File: src/rtl/iterative_divider.sv
// iterative_divider: restoring shift-subtract divider for RV32M DIV/DIVU/REM/REMU, one quotient bit per cycle
module iterative_divider #(
  parameter int DataWidth = 32,
  localparam int CountWidth = $clog2(DataWidth + 1)
) (
  input  logic                 clk_i,
  input  logic                 rst_i,
  input  logic                 start_i,
  input  logic                 signed_i,
  input  logic [DataWidth-1:0] dividend_i,
  input  logic [DataWidth-1:0] divisor_i,
  output logic                 busy_o,
  output logic                 valid_o,
  output logic [DataWidth-1:0] quotient_o,
  output logic [DataWidth-1:0] remainder_o
);
  typedef enum logic [1:0] {IDLE, CALC, DONE} state_t;
  state_t state, state_nxt;
  logic [DataWidth-1:0] rem, quo, dvs, abs_a, abs_b;
  logic [DataWidth:0] trial;
  logic [CountWidth-1:0] cnt;
  logic neg_q, neg_r, sa, sb, div0, ovf, special, accept;
  always_comb begin
    accept = start_i && state != CALC;
    sa = signed_i & dividend_i[DataWidth-1];
    sb = signed_i & divisor_i[DataWidth-1];
    abs_a = sa ? -dividend_i : dividend_i;
    abs_b = sb ? -divisor_i : divisor_i;
    div0 = divisor_i == '0;
    ovf = signed_i && dividend_i == {1'b1, {(DataWidth-1){1'b0}}} && &divisor_i;
    special = div0 | ovf;
    trial = {rem, quo[DataWidth-1]} - {1'b0, dvs};
  end
  always_ff @(posedge clk_i or posedge rst_i)
    if (rst_i) state <= IDLE;
    else state <= state_nxt;
  always_comb
    state_nxt = accept ? CALC : state == CALC ? (cnt == '0 ? DONE : CALC) : IDLE;
  always_comb begin
    busy_o = state == CALC;
    valid_o = state == DONE;
  end
  // Special cases preload their final result with cnt = 0 so CALC hands it straight to DONE.
  always_ff @(posedge clk_i or posedge rst_i) begin
    if (rst_i) begin
      rem <= '0;
      quo <= '0;
      dvs <= '0;
      cnt <= '0;
      neg_q <= 1'b0;
      neg_r <= 1'b0;
      quotient_o <= '0;
      remainder_o <= '0;
    end else if (accept) begin
      quo <= div0 ? '1 : ovf ? dividend_i : abs_a;
      rem <= div0 ? dividend_i : '0;
      dvs <= abs_b;
      cnt <= special ? '0 : CountWidth'(DataWidth);
      neg_q <= !special & (sa ^ sb);
      neg_r <= !special & sa;
    end else if (state == CALC && cnt != '0) begin
      rem <= trial[DataWidth] ? {rem[DataWidth-2:0], quo[DataWidth-1]} : trial[DataWidth-1:0];
      quo <= {quo[DataWidth-2:0], ~trial[DataWidth]};
      cnt <= cnt - CountWidth'(1);
    end else if (state == CALC) begin
      quotient_o <= neg_q ? -quo : quo;
      remainder_o <= neg_r ? -rem : rem;
    end
  end
endmodule

File: config.mk
export PLATFORM = sky130hd
export DESIGN_NAME = iterative_divider
export DESIGN_NICKNAME = d
export VERILOG_FILES = /design/src/rtl/iterative_divider.sv
export SDC_FILE = /design/constraint.sdc
export NUM_CORES = 1
export LEC_CHECK = 0
export ABC_AREA = 1
export CORE_MARGIN = 5
export CORE_UTILIZATION = 64
export CTS_CLUSTER_SIZE = 40
export DETAILED_ROUTE_END_ITERATION = 7
export PLACE_DENSITY = 0.88
export SLEW_MARGIN = 15
export SYNTH_ARGS = -nofsm -noshare
export SYNTH_HDL_FRONTEND = slang
export SYNTH_SLANG_ARGS = --single-unit
File: constraint.sdc
create_clock -name clk_i -period 12.8 [get_ports clk_i]
set_input_delay 3.2 -clock clk_i [delete_from_list [all_inputs] [get_ports clk_i]]
set_output_delay 3.2 -clock clk_i [all_outputs]
set_load 0.1 [all_outputs]
==> reports/qor_table.md <==
| Group | Parameter | Value |
| --- | --- | --- |
| global routing | GRT Resource Usage Total | 37.7% |
| worst hold path | Hold path depth | 2 |
| synth | Most frequent cells after synthesis | 696 x nand2_1, 325 x inv_1, 206 x nand3_1 |
| place | Placed standard-cell area | 0.0153 mm2 |
| synth | Synthesized instance count | 2203 |
| synth | Cell with the most instances after synthesis | nand2_1 |
| worst setup path | Beginning of the critical path | start_i |
| run status | Violations in the final reports | design-rule violations |
| place | Dpl cells | 2549 |
| route | Detail Route Antenna Nets | 0 |
| finish | Antenna diode count | 0 |
| die | Core Box Area | 0.0216 mm2 |
| worst setup path | Endpoint required time on the critical path | 13170 ps |
| timing | Sum of negative setup slack | 0 ps |
| synth | Synth top area share | 30.6% |
| synth | Synthesis warning total | 0 |
| timing | Final hold viol count | 0 |
| clocking | TritonCTS clock tree | yes |
| die | Height of the chip | 157 um |
| timing | Worst Max-Slew Pin Slew | 1020 ps |
| route | Total via count after detailed routing | 15100 |
| route | TritonRoute pass-1 iters | 8 |
| clocking | Resized cells post-CTS | 0 |
| timing | Min Tclk post-route | 6200 ps |
| timing | Peak Freq | 0.161 GHz |
| synth | Post-synthesis cell type count | 49 |
| worst setup path | CP Data Arrival Time | 6570 ps |
| clocking | Root Driver | clkbuf_16 |
| place | Weighted congestion reported at the end of routability-driven placement | 1.03 |
| finish | Nets | 2396 |
| clocking | Inserted Clock Buffers | 17 |
| route | Number of DRC violations after detailed routing | 4 |
| synth | Cell taking the most area after synthesis | dfrtp_1 |
| finish | Area occupied by multi-input gates | 0.00804 mm2 |
| worst setup path | Max stage delay on crit path | 940 ps |
| synth | Mapped Nets | 2310 |
| worst setup path | Critical path cell sequence | clkdlybuf4s50_1, nand2_2, buf_4, inv_2, nor2_8, clkinv_2, o21ai_1, inv_1, a21oi_2 |
| clocking | Clock-pin slew on the worst setup and hold paths | 80 ps |
| clocking | Clock Sink Count | 170 |
| synth | Sequential share of the synthesized area | 30.6% |
| synth | Post-Synthesis Cell Area | 0.0139 mm2 |
| worst setup path | CP startpoint kind | input port |
| die | Ports | 134 |
| run | Max-cap violation count | 0 |
| worst setup path | Flop-to-flop setup slack | 8950 ps |
| worst setup path | Startpoint of the most critical register-to-register path | cnt[0] |
| route | Final routed wire length divided by cell count | 18.1 um |
| global routing | Initial antenna violation count | 2 |
| worst setup path | Reg-to-Reg End | rem[17] |
| finish | Total area of sequential cells | 0.00425 mm2 |
| run status | Result of the run | finished with violations |
| clocking | Number of levels in the clock H-tree | 4 |
| clocking | Setup repair bufs after CTS | 0 |
| finish | Layout overhead on the synthesized area | 14.8% |
| die | Cell Rows | 54 |
| synth | Number of synthesized flops with an enable pin | 0 |
| synth | Fraction of registers with async set/reset | 100% |
| synth | Simple-gate area share of the yosys netlist | 37.0% |
| global routing | Vias in the first global route | 14200 |
| synth | Post-synthesis share of cell area spent on xor and xnor gates | 6.04% |
| finish | Non-filler instance count after layout | 2582 |
| die | Area enclosed by the die boundary | 0.0248 mm2 |
| worst setup path | Slowest cell on the critical path | clkinv_2 |
| timing | Max-slew violation count | 0 |
| timing | Worst slew margin relative to its limit | 31.6% |
| synth | #FFs+latches synth | 170 |
| worst hold path | Class of the tightest hold or removal check | reg2reg |
| place | Estimated wirelength of the detail-placed design | 35.7 mm |
| timing | Unrepaired setup endpoints after global routing | false |
| synth | Mean cell area of the mapped netlist | 6.32 um2 |
| synth | Area fraction in compound gates after synthesis | 11.1% |
| synth | Post-Synth Adder-Cell Area | 3.56% |
| timing | Part of the cycle the worst path needs | 48.4% |
| global routing | Pin count of the biggest net entering global routing | 107 |
| finish | Fraction of layout cells with a size suffix above 1 | 4.56% |
| timing | Fin Hold WS | 483 ps |
| global routing | Global-route wire length before repair | 73.7 mm |
| synth | Top area cells in the synthesized netlist | dfrtp_1 31%, nand2_1 19%, inv_1 8.8% |
| worst setup path | CP Capture Type | flop |
| global routing | Final global-route overflow total | 0 |
| die | Die extent in x | 157 um |
| route | Iter 0 DRT Violations | 1588 |
| synth | Mux cell area share after synthesis | 0% |
| place | IO Port Bufs | 133 |
| synth | Commonest register cell after synthesis | dfrtp_1 |
| timing | Clock tree skew after final layout | 16.2 ps |
| synth | Main combinational cell family by area after synthesis | simple AND/OR/NAND/NOR gates |
| die | Starting density of the core | 64.4% |
| finish | Number of filler instances in the final layout | 1773 |
| finish | Final instance area | 0.0160 mm2 |
| route | Vias per cell | 5.87 |
| clocking | Worst skew pair latency | 450 ps |
| clocking | Max Buffers Root-to-Sink | 2 |
| worst setup path | Endpoint of the most critical setup path | rem[17] |
| timing | Final setup violation count | 0 |
| route | Final routed wirelength across all metal layers | 46.8 mm |
| worst setup path | Worst Reg2Reg Path Length in Cells | 12 |
| clocking | Number of hold-repair buffers added at the cts stage | 0 |
| worst setup path | Kind of critical path | in2reg |
| worst setup path | Crit Path Max Fanout | 81 |
## layout make-up
cell class	instances	area share [%]
multi-input cells	1617	50.3
flip-flops and latches	170	26.6
repair buffers	140	8.79
inverters	343	8.10
clock buffers	17	2.66
well taps	280	2.19
clock inverters	15	1.28
## worst min path at each step
| stage | end | from |
|---|---|---|
| after floorplan | quo[31] | quo[31] |
| after global placement | remainder_o[26] | remainder_o[26] |
| after detailed placement | remainder_o[28] | remainder_o[28] |
| after CTS | remainder_o[28] | remainder_o[28] |
| after global routing | quotient_o[25] | quotient_o[25] |
| final | quotient_o[25] | quotient_o[25] |
## cell usage in the layout, fill, tap and decap left out, types with 5 or more instances in the layout
cell and count:
nor3_1 22, clkbuf_16 17, nand3_1 206, a21oi_2 9
nor2_1 181, a21oi_1 60, dfrtp_1 170, nand4_1 33
nand2_1 695, o21ai_0 136, and2_1 9, o211ai_1 14
ha_1 38, clkdlybuf4s50_1 133, nor4_1 7, nand2_4 5
a31oi_1 8, buf_4 6, inv_2 16, inv_1 324
inv_8 5, o22ai_1 16, o21ai_1 23, xor2_1 85
nor2_2 7, xnor2_1 11, nand3b_1 10, nand2_2 8
## through the flow
| stage | setup slack [ps] | util (%) |
|---|---|---|
| final | 6600 | 73.9 |
| after global routing | 6340 | 73.9 |
| after CTS | 7110 | 73.7 |
| after detailed placement | 6700 | 70.8 |
| after global placement | 6810 | 70.8 |
| after floorplan | 5000 | - |
## registers in the layout, summed over array words and instances, names as in the netlist
name         count
rem             32
dvs             32
cnt              6
neg_q            1
quotient_o      32
state            2
quo             32
remainder_o     32
neg_r            1
## per-layer routing
metal | wire, um | up-vias | global-route usage, % | share of wire [%]
li1 | - | 7157 | - | -
met1 | 18700 | 6875 | 50.7 | 40
met2 | 19900 | 898 | 57.1 | 42
met3 | 5800 | 214 | 11.1 | 12
met4 | 2390 | 4 | 15.7 | 5.1
met5 | 21 | - | 0.198 | 0.045
## cells by family (layout without fill, tap and decap cells)
| kind of cell | Yosys count | count (layout) |
|---|---|---|
| AND/OR/NAND/NOR | 1202 | 1202 |
| AO/OA/AOI/OAI | 280 | 280 |
| flip-flops | 170 | 170 |
| buffers and inverters | 416 | 515 |
| adder cells (fa/ha/maj) | 39 | 39 |
| XOR/XNOR | 96 | 96 |
## critical path: cells and delay by family
family                 cells  cell delay [ps]
buffers and inverters      5             2240
AO/OA/AOI/OAI              2              500
AND/OR/NAND/NOR            2              570
Power is left out: the tool's default activity adds up to more than one toggle a clock period on the data nets, which glitch-free logic cannot reach.
